==> config.mk <==
export PLATFORM = sky130hd
export DESIGN_NAME = gbn_arq_transmitter
export DESIGN_NICKNAME = d
export VERILOG_FILES = /design/src/rtl/gbn_arq_transmitter.sv
export SDC_FILE = /design/constraint.sdc
export NUM_CORES = 1
export LEC_CHECK = 0
export BUFFER_PORTS_ARGS = -buffer_cell sky130_fd_sc_hd__buf_2
export CAP_MARGIN = 20
export CORE_MARGIN = 1.5
export CORE_UTILIZATION = 50
export DETAILED_ROUTE_END_ITERATION = 8
export PLACE_DENSITY = 0.74
export SYNTH_ARGS = -nofsm -noshare
export SYNTH_HDL_FRONTEND = slang
export SYNTH_SLANG_ARGS = --single-unit
==> constraint.sdc <==
create_clock -name clk -period 13.15 [get_ports clk]
set_input_delay 2.63 -clock clk [delete_from_list [all_inputs] [get_ports clk]]
set_output_delay 2.63 -clock clk [all_outputs]
set_load 0.02 [all_outputs]
==> src/rtl/gbn_arq_transmitter.sv <==
// -----------------------------------------------------------------------------
// gbn_arq_transmitter
//
// Go-Back-N ARQ transmitter. Packets from the network layer are copied into a
// sequence-indexed buffer and presented to the channel as frames. Up to WINDOW
// frames may be unacknowledged at once. A single retransmission timer covers
// the oldest outstanding frame. When it expires, every outstanding frame is
// re-sent starting from base. Frames are retired by cumulative, error-free ACKs.
//
// Optional feature macro: ARQ_RETRY_LIMIT_EN
//   defined   : consecutive timeouts are counted. The timeout that reaches
//               MAX_RETRY parks the block in FAIL with a sticky link_fail.
//               Only rstn leaves FAIL.
//   undefined : retries are unbounded and link_fail is tied low.
//
// Ports
//   clk             clock
//   rstn            synchronous, active-low reset
//   i_pkt_valid     packet offered by the network layer
//   i_pkt_data      packet payload
//   o_pkt_ready     packet accepted when i_pkt_valid && o_pkt_ready
//   o_tx_valid      frame presented to the channel
//   o_tx_seq        frame sequence number
//   o_tx_data       frame payload
//   i_tx_ready      channel takes the frame when o_tx_valid && i_tx_ready
//   i_ack_valid     ACK arrival strobe
//   i_ack_seq       cumulative ACK: next sequence expected by the receiver
//   i_ack_err       ACK corrupted (checksum failure)
//   o_outstanding   frames sent and not yet acknowledged
//   o_timeout_pulse one-cycle strobe on timer expiry
//   o_link_fail     sticky retry-limit failure
//   o_state         READY=0, RESEND=1, FAIL=2
// -----------------------------------------------------------------------------
module gbn_arq_transmitter #(
  parameter int unsigned SEQ_W     = 3,
  parameter int unsigned WINDOW    = 7,
  parameter int unsigned DATA_W    = 8,
  parameter int unsigned TIMEOUT   = 10,
  parameter int unsigned MAX_RETRY = 4
) (
  input  logic              clk,
  input  logic              rstn,
  input  logic              i_pkt_valid,
  input  logic [DATA_W-1:0] i_pkt_data,
  output logic              o_pkt_ready,
  output logic              o_tx_valid,
  output logic [SEQ_W-1:0]  o_tx_seq,
  output logic [DATA_W-1:0] o_tx_data,
  input  logic              i_tx_ready,
  input  logic              i_ack_valid,
  input  logic [SEQ_W-1:0]  i_ack_seq,
  input  logic              i_ack_err,
  output logic [SEQ_W-1:0]  o_outstanding,
  output logic              o_timeout_pulse,
  output logic              o_link_fail,
  output logic [1:0]        o_state
);

  localparam int unsigned DEPTH   = 2 ** SEQ_W;
  localparam int unsigned TIMER_W = $clog2(TIMEOUT);

  localparam logic [SEQ_W-1:0]   WIN_LIM    = SEQ_W'(WINDOW);
  localparam logic [TIMER_W-1:0] TIMER_LAST = TIMER_W'(TIMEOUT - 1);

  // Reject parameter sets the protocol logic cannot honour.
  if (TIMEOUT < 2 || WINDOW < 1 || WINDOW > DEPTH - 1 || MAX_RETRY < 1) begin : g_param_check
    $error("gbn_arq_transmitter: illegal parameter set");
  end

  typedef enum logic [1:0] {
    ST_READY  = 2'd0,
    ST_RESEND = 2'd1,
    ST_FAIL   = 2'd2
  } state_t;

  state_t              r_state;
  state_t              w_state_next;
  logic [SEQ_W-1:0]    r_base;
  logic [SEQ_W-1:0]    r_next;
  logic [SEQ_W-1:0]    r_rs;
  logic [SEQ_W-1:0]    w_rs_next;
  logic [TIMER_W-1:0]  r_timer;
  logic                r_tx_valid;
  logic [SEQ_W-1:0]    r_tx_seq;
  logic [DATA_W-1:0]   r_tx_data;
  logic [DATA_W-1:0]   r_buf [DEPTH];

  logic [SEQ_W-1:0]    w_outst;
  logic [SEQ_W-1:0]    w_ack_d;
  logic                w_ack_ok;
  logic [SEQ_W-1:0]    w_base_new;
  logic                w_accept;
  logic [SEQ_W-1:0]    w_next_new;
  logic [SEQ_W-1:0]    w_outst_new;
  logic                w_timer_hit;
  logic                w_expire;
  logic                w_retry_fail;
  logic                w_tx_free;
  logic                w_resend_active;
  logic [SEQ_W-1:0]    w_rs_dist;
  logic [SEQ_W-1:0]    w_rs_cur;
  logic [SEQ_W-1:0]    w_last_seq;
  logic                w_rs_last;
  logic                w_load_rs;

  // Window occupancy and ACK position, both modulo the sequence space.
  assign w_outst  = r_next - r_base;
  assign w_ack_d  = i_ack_seq - r_base;

  // An ACK is only trusted when it is clean and retires at least one frame
  // that has actually been sent. Everything else is dropped silently.
  assign w_ack_ok = (r_state != ST_FAIL) && i_ack_valid && !i_ack_err &&
                    (w_ack_d != '0) && (w_ack_d <= w_outst);

  assign w_base_new = w_ack_ok ? i_ack_seq : r_base;

  // New packets are only taken while idle on the channel, so a fresh frame
  // never overwrites one still waiting for its handshake.
  assign o_pkt_ready = (r_state == ST_READY) && !r_tx_valid && (w_outst < WIN_LIM);
  assign w_accept    = i_pkt_valid && o_pkt_ready;

  assign w_next_new  = w_accept ? (r_next + 1'b1) : r_next;
  assign w_outst_new = w_next_new - w_base_new;

  // A clean ACK in the expiry cycle wins, so the timeout is suppressed.
  assign w_timer_hit = (r_state != ST_FAIL) && (w_outst != '0) && (r_timer == TIMER_LAST);
  assign w_expire    = w_timer_hit && !w_ack_ok;

  assign w_tx_free   = !r_tx_valid || i_tx_ready;

  // Resend pointer for this cycle. An expiry restarts from base. An ACK that
  // overtakes the pointer drags it forward to the new base.
  assign w_rs_dist = r_rs - r_base;
  assign w_rs_cur  = w_expire ? r_base :
                     (w_ack_ok && (w_rs_dist < w_ack_d)) ? i_ack_seq : r_rs;

  assign w_last_seq = r_next - 1'b1;
  assign w_rs_last  = (w_rs_cur == w_last_seq);

  // The expiry cycle itself already counts as resending, so the first
  // re-sent frame can be loaded without waiting a cycle in RESEND.
  assign w_resend_active = ((r_state == ST_RESEND) || w_expire) && !w_retry_fail;

  // A packet accepted in the expiry cycle takes the channel slot first. The
  // resend pass then starts on a later cycle and includes that frame too.
  assign w_load_rs = w_resend_active && (w_outst_new != '0) && w_tx_free && !w_accept;

`ifdef ARQ_RETRY_LIMIT_EN
  localparam int unsigned RETRY_W = $clog2(MAX_RETRY + 1);
  localparam logic [RETRY_W-1:0] RETRY_LAST = RETRY_W'(MAX_RETRY - 1);

  logic [RETRY_W-1:0] r_retry;

  // Consecutive-timeout counter. Any clean ACK proves the link is alive.
  always_ff @(posedge clk) begin
    if (!rstn) begin
      r_retry <= '0;
    end else if (w_ack_ok) begin
      r_retry <= '0;
    end else if (w_expire) begin
      r_retry <= r_retry + 1'b1;
    end
  end

  assign w_retry_fail = w_expire && (r_retry == RETRY_LAST);
  assign o_link_fail  = (r_state == ST_FAIL);
`else
  assign w_retry_fail = 1'b0;
  assign o_link_fail  = 1'b0;
`endif

  // State register plus resend pointer.
  always_ff @(posedge clk) begin
    if (!rstn) begin
      r_state <= ST_READY;
      r_rs    <= '0;
    end else begin
      r_state <= w_state_next;
      r_rs    <= w_rs_next;
    end
  end

  // Next-state logic. A resend pass ends once the newest outstanding frame
  // has been loaded, or as soon as an ACK empties the window.
  always_comb begin
    w_state_next = r_state;
    w_rs_next    = r_rs;
    unique case (r_state)
      ST_READY, ST_RESEND: begin
        if (w_retry_fail) begin
          w_state_next = ST_FAIL;
        end else if (w_resend_active) begin
          if (w_outst_new == '0) begin
            w_state_next = ST_READY;
          end else if (w_load_rs) begin
            w_rs_next    = w_rs_cur + 1'b1;
            w_state_next = w_rs_last ? ST_READY : ST_RESEND;
          end else begin
            w_rs_next    = w_rs_cur;
            w_state_next = ST_RESEND;
          end
        end
      end
      ST_FAIL: begin
        w_state_next = ST_FAIL;
      end
      default: begin
        w_state_next = ST_READY;
      end
    endcase
  end

  // Window pointers.
  always_ff @(posedge clk) begin
    if (!rstn) begin
      r_base <= '0;
      r_next <= '0;
    end else begin
      if (w_ack_ok) begin
        r_base <= i_ack_seq;
      end
      if (w_accept) begin
        r_next <= r_next + 1'b1;
      end
    end
  end

  // Retransmission timer. It sits at zero while nothing is outstanding, so a
  // first accept starts it from zero. Any retiring ACK or expiry restarts it.
  // In FAIL it is frozen because no further timeouts matter.
  always_ff @(posedge clk) begin
    if (!rstn) begin
      r_timer <= '0;
    end else if (r_state == ST_FAIL) begin
      r_timer <= r_timer;
    end else if (w_ack_ok || w_expire || (w_outst == '0)) begin
      r_timer <= '0;
    end else begin
      r_timer <= r_timer + 1'b1;
    end
  end

  // Payload store. It is not reset: stale entries sit outside the window
  // after reset and are never read.
  always_ff @(posedge clk) begin
    if (w_accept) begin
      r_buf[r_next] <= i_pkt_data;
    end
  end

  // Channel output register. A presented frame holds until it is handshaken
  // and only then may be replaced by a new or re-sent frame.
  always_ff @(posedge clk) begin
    if (!rstn) begin
      r_tx_valid <= 1'b0;
      r_tx_seq   <= '0;
      r_tx_data  <= '0;
    end else if (w_accept) begin
      r_tx_valid <= 1'b1;
      r_tx_seq   <= r_next;
      r_tx_data  <= i_pkt_data;
    end else if (w_load_rs) begin
      r_tx_valid <= 1'b1;
      r_tx_seq   <= w_rs_cur;
      r_tx_data  <= r_buf[w_rs_cur];
    end else if (i_tx_ready) begin
      r_tx_valid <= 1'b0;
    end
  end

  assign o_tx_valid      = r_tx_valid;
  assign o_tx_seq        = r_tx_seq;
  assign o_tx_data       = r_tx_data;
  assign o_outstanding   = w_outst;
  assign o_timeout_pulse = w_expire;
  assign o_state         = r_state;

endmodule

-- Yosys cells after proc, flatten, opt, wreduce, memory -nomap -nowiden
Memory sizes are Yosys's and may differ from the RTL's.
Cells that the tools add are included.
W data, S select, Z words.
- memories kept: 1
- memory bits (writable): 64
- output and inout port bits: 20
- bits in registers: 27
- muxes and demuxes: 20
- bitwise operators: 1
- add/sub/neg operators: 8
- reduce and logical (&&, ||, !) cells: 32
- equal/unequal tests: 6
- $lt $le $gt $ge: 3
- memory list (memory ; words ; width ; rd ports ; clocked after Yosys merged registers in ; wr ports ; line ; RTL):
    r_buf ; 8 ; 8 ; 1 ; 0 ; 1 ; 86 ; logic [DATA_W-1:0] r_buf [DEPTH];
- operators by type and width (operator ; count):
    $mux W3 ; 7
    $mux W8 ; 2
    $logic_and A1 B1 Y1 ; 14
    $reduce_bool A3 Y1 ; 4
    $sub A3 B3 Y3 ; 4
    $mux W1 ; 8
    $add A3 B1 Y3 const B ; 2
    $logic_not A3 Y1 ; 2
    $add A4 B1 Y4 const B ; 1
    $eq A4 B4 Y1 const B ; 1
    $logic_not A1 Y1 ; 4
    $logic_or A1 B1 Y1 ; 4
    $mux W4 ; 1
    $ne A2 B2 Y1 const B ; 2
    $pmux W2 S2 ; 1
    $eq A3 B3 Y1 ; 1
    $le A3 B3 Y1 ; 1
    $lt A3 B3 Y1 ; 1
    $lt A3 B3 Y1 const B ; 1
    $reduce_and A3 Y1 ; 1
    $sub A3 B1 Y3 const B ; 1
    $eq A2 B1 Y1 const B ; 1
    $eq A2 B2 Y1 const B ; 1
    $logic_not A2 Y1 ; 1
    4 further kinds ; 4

-- Logic depth before layout (Yosys ltp)
- depth in word-level cells: 15
- gate-level depth with buffers: 19

-- Worst setup path after synthesis
OpenSTA, ideal clock, no wires.
- kind: input to output
- start point: in i_ack_seq[0]
- end point: out o_timeout_pulse
- required time: 10520 ps
- path buffers: 1
- data arrival time: 4890 ps
- stages: 11
- path slack: 5630 ps
- cells stage by stage: inv_1 > ha_1 > fa_1 > inv_1 > ha_1 > nor2b_1 > o21ai_0 > a32o_2 > or2_1 > buf_6 > inv_1
- cells in the longest elaborated chain, start to end: 6
- elaborated cells between the ends (all ways): 7
- RTL lines (item ; line ; RTL):
    start, declared ; 51 ; input logic [SEQ_W-1:0] i_ack_seq,
    $sub A3 B3 Y3 (*) ; 108 ; assign w_ack_d = i_ack_seq - r_base;
    parallel branches: the longest is 2 deep, another holds $le A3 B3 Y1 ; - ;
    $logic_and A1 B1 Y1 (*) ; 113 ; (w_ack_d != '0) && (w_ack_d <= w_outst);
    $logic_not A1 Y1 (*) ; 127 ; assign w_expire = w_timer_hit && !w_ack_ok;
    $logic_and A1 B1 Y1 (*) ; 127 ;
    end, declared ; 54 ; output logic o_timeout_pulse,
Mark *: on every way between the ends.

-- Final worst setup path
Ends and elaborated chain as after synthesis.

==> summary.md <==
| Metric | Value |
|---|---|
| DIE AREA | approximately 9400 sq um |
| Largest driver fanout on the critical path | 6 |
| Power density cells | about 120 nW/um^2 |
| Filler Cells Inserted | ~730 |
| Type of element capturing the critical path | primary output |
| CTS H-tree depth | 3 |
| Share of the clock period used by the worst path after layout | between 60% and 70% |
| Number of unique standard cell types used by synthesis | 50 |
| Number of nets with antenna violations after detailed routing | 0 |
| Result of the run | completed |
| Total area of multi-input combinational cells | 1800 sq um |
| Post-cts sizing count | 0 |
| Number of failing hold endpoints at the final stage | 0 |
| Highest attainable clock frequency | around 130 MHz |
| Worst relative slew slack | 27.7% |
| Share of post-route cells with drive strength above 1 | around 18% |
| Mean instance size in the synthesized netlist | around 12 sq um |
| Initial antenna violation count | 0 |
| Register area | ~2500 sq um |
| Vias in the first global route | approximately 3100 |
| Pins Over Slew Limit | 0 |
| Site row count | 34 |
| Final instance area | approximately 5000 sq um |
| RD Place Congestion | ~0.81 |
| Finished Layout Cells | roughly 520 |
| Number of enable-type register cells in the synthesized netlist | 64 |
| DRC | 0 |
| Number of I/O port buffers | 35 |
| GRT Util Overall | about a fifth |
| Clock buffer count from CTS | 9 |
| Core Footprint | 8640 sq um |
| Pre-Repair DR Iteration Count | 6 |
| DR iter-0 viols | around 170 |
| Width of the die | between 90 and 100 um |
| Worst Tran Pin Value | between 1000 and 1500 ps |
| Dpl cell area | ~4700 sq um |
| Initial core utilization | 51.3% |
| Cell count after synthesis | between 300 and 400 |
| Data arrival time of the worst path | ~5300 ps |
| Height of the chip | just under 100 um |
| Most used DFF post-synth | edfxtp_1 |
| Slack of the critical path | about 5200 ps |
| Overall routed net length | between 9000 and 10000 um |
| Unrepaired setup endpoints after global routing | false |
| Required @ worst endpoint | about 11000 ps |
| Total negative slack for setup checks | 0 ps |
| Clock tree from TritonCTS | done |
| Time the final worst path needs with I/O delays and setup | ~8000 ps |
| Routed wire length per instance | 17.5 um |
| Count of nets after finishing | ~450 |
| CTS Sinks | 91 |
| Final setup violation count | 0 |
| Register bit count reported by yosys | between 90 and 100 |
| Critical Setup Path Class | in2out |
| Dpl hpwl | about 6000 um |
| Clock latency of the later-clocked register in the worst-skew pair | roughly 350 ps |
| Synthesis warning total | 0 |
| CTS clock-pin slew for the worst setup and hold paths | roughly 90 ps |
| Synthesized netlist net count | around 410 |
| Netlist area before placement | 4430 sq um |
| Number of vias per cell after detailed routing | 5.81 |
| Hold crit path type | reg2reg |
| Kind of launch point of the worst setup path | primary input |
| Global-route wire length before repair | between 15000 and 20000 um |
| Pin count of the biggest net entering global routing | 53 |
| Synthesis-to-finish area growth | 10.7% |
| Asr flop ratio synth | 0% |
| Minimum setup slack after placement | between 5000 and 6000 ps |
| Via Count | a little over 3000 |
| Antenna diode count | 0 |
| Hold buffer count at cts | 0 |
| Register area share after synthesis | between 50% and 60% |
| Max-cap violation count | 0 |
| Max clock buf depth | 2 |
| Maximum ir drop on the vdd rail | 0.146 mV |
| I/O pin count | 37 |
| Root buffer cell | clkbuf_8 |
| Leakage power of the design | around 1.9 nW |
| Clock tree skew after final layout | 10.9 ps |
| Total congestion overflow after global routing | 0 |
| Placed Cells incl. Taps | a little over 500 |
| Postcts setup bufs | 0 |
[worst max-delay path, cell delays in order]
cell and delay, ps:
buf_2 90, inv_1 50, ha_1 200, fa_1 590
inv_1 70, ha_1 290, nor2b_1 230, o21ai_0 170
a32o_2 340, or2_1 330, inv_1 150, buf_2 180
[layout by cell type, fill, tap and decap left out, types with 4 or more instances in the layout]
cell / synthesis / layout
a21oi_1: 24 / 24
ha_1: 14 / 14
dfxtp_1: 27 / 27
buf_4: 2 / 8
a31oi_1: 11 / 11
inv_1: 21 / 21
nor3_1: 7 / 6
edfxtp_1: 64 / 64
nand2b_1: 20 / 20
a221o_1: 16 / 16
clkbuf_8: 0 / 9
xnor2_1: 10 / 10
mux2i_1: 21 / 21
buf_2: 8 / 35
nor2_1: 13 / 13
o21ai_0: 19 / 19
nor2b_1: 4 / 4
nand2_1: 37 / 37
[synth_stat cells (4+ instances only)]
master    count  area share [%]
buf_2         8            0.90
nand2b_1     20             2.8
xnor2_1      10             2.0
mux2i_1      21             4.7
a221o_1      16             3.6
nor3_1        7            0.79
nand2_1      37             3.1
nor2_1       13             1.1
a21oi_1      24             2.7
ha_1         14             4.0
o21ai_0      19             2.1
inv_1        21             1.8
clkbuf_1      8            0.68
edfxtp_1     64              43
a31oi_1      11             1.6
nor2b_1       4            0.56
dfxtp_1      27              12
[per-stage QoR]
| stage | hold slack [ps] | util, % | power (W) |
|---|---|---|---|
| 6_report | 500 | 56.9 | 0.000602 |
| 5_1_grt | 540 | 56.9 | 0.000631 |
| 4_1_cts | 505 | 56.8 | 0.000606 |
| 3_5_place_dp | 492 | 54.5 | 0.000423 |
| 3_3_place_gp | 469 | 54.5 | 0.000419 |
| 2_1_floorplan | 458 | - | 0.000395 |
[cell type report]
| cell class | count | share of cell area [%] |
|---|---|---|
| Sequential cell | 91 | 50.2 |
| Multi-Input combinational cell | 245 | 36.7 |
| Timing Repair Buffer | 43 | 4.79 |
| Tap cell | 108 | 2.75 |
| Clock buffer | 11 | 2.68 |
| Inverter | 21 | 1.61 |
| Clock inverter | 5 | 1.27 |
[logic make-up (layout without fill, tap and decap cells)]
family / after synthesis / after routing / share of synthesized area, %
AOI/OAI and AO/OA: 86 / 86 / 13.3
xor gates and xnor gates: 13 / 13 / 3.27
adders and majority gates: 17 / 17 / 5.30
buffers and inverters: 42 / 80 / 4.46
DFF: 91 / 91 / 55.5
muxes: 23 / 23 / 5.59
other: 1 / 1 / 0.0846
and+or+nand+nor: 105 / 105 / 12.5
[layer usage]
metal  vias up  global-route usage (%)  part of all wire (%)
met1      1481                    25.5                    41
met4         0                    5.02                   1.2
met2       110                    36.5                    51
li1       1447                       -                     -
met3         9                    4.03                   7.3
met5         -                       0                     0
[state kept, by name (all words and copies together), names as in the netlist]
signal / flops
o_tx_seq: 3
o_tx_data: 8
r_rs: 3
o_state: 2
r_timer: 4
r_base: 3
r_next: 3
r_buf: 64
o_tx_valid: 1
[power by group]
group          internal, W  leakage, nW  switching, W  total [W]
registers         0.000316        0.800    0.00000618   0.000322
logic            0.0000371        0.961     0.0000580  0.0000951
clock network    0.0000894       0.0954     0.0000960   0.000185
total             0.000442         1.86      0.000160   0.000602
[worst paths after layout]
check	from	to	slack, ps	depth (start not counted)
min	r_timer[1]	r_timer[1]	500	2
max	i_ack_seq[0]	o_timeout_pulse	5200	12
min reg2reg	r_timer[1]	r_timer[1]	500	2
max reg2reg	r_next[0]	r_rs[2]	8380	18
Note: power is estimated with default switching activity, not from simulation.
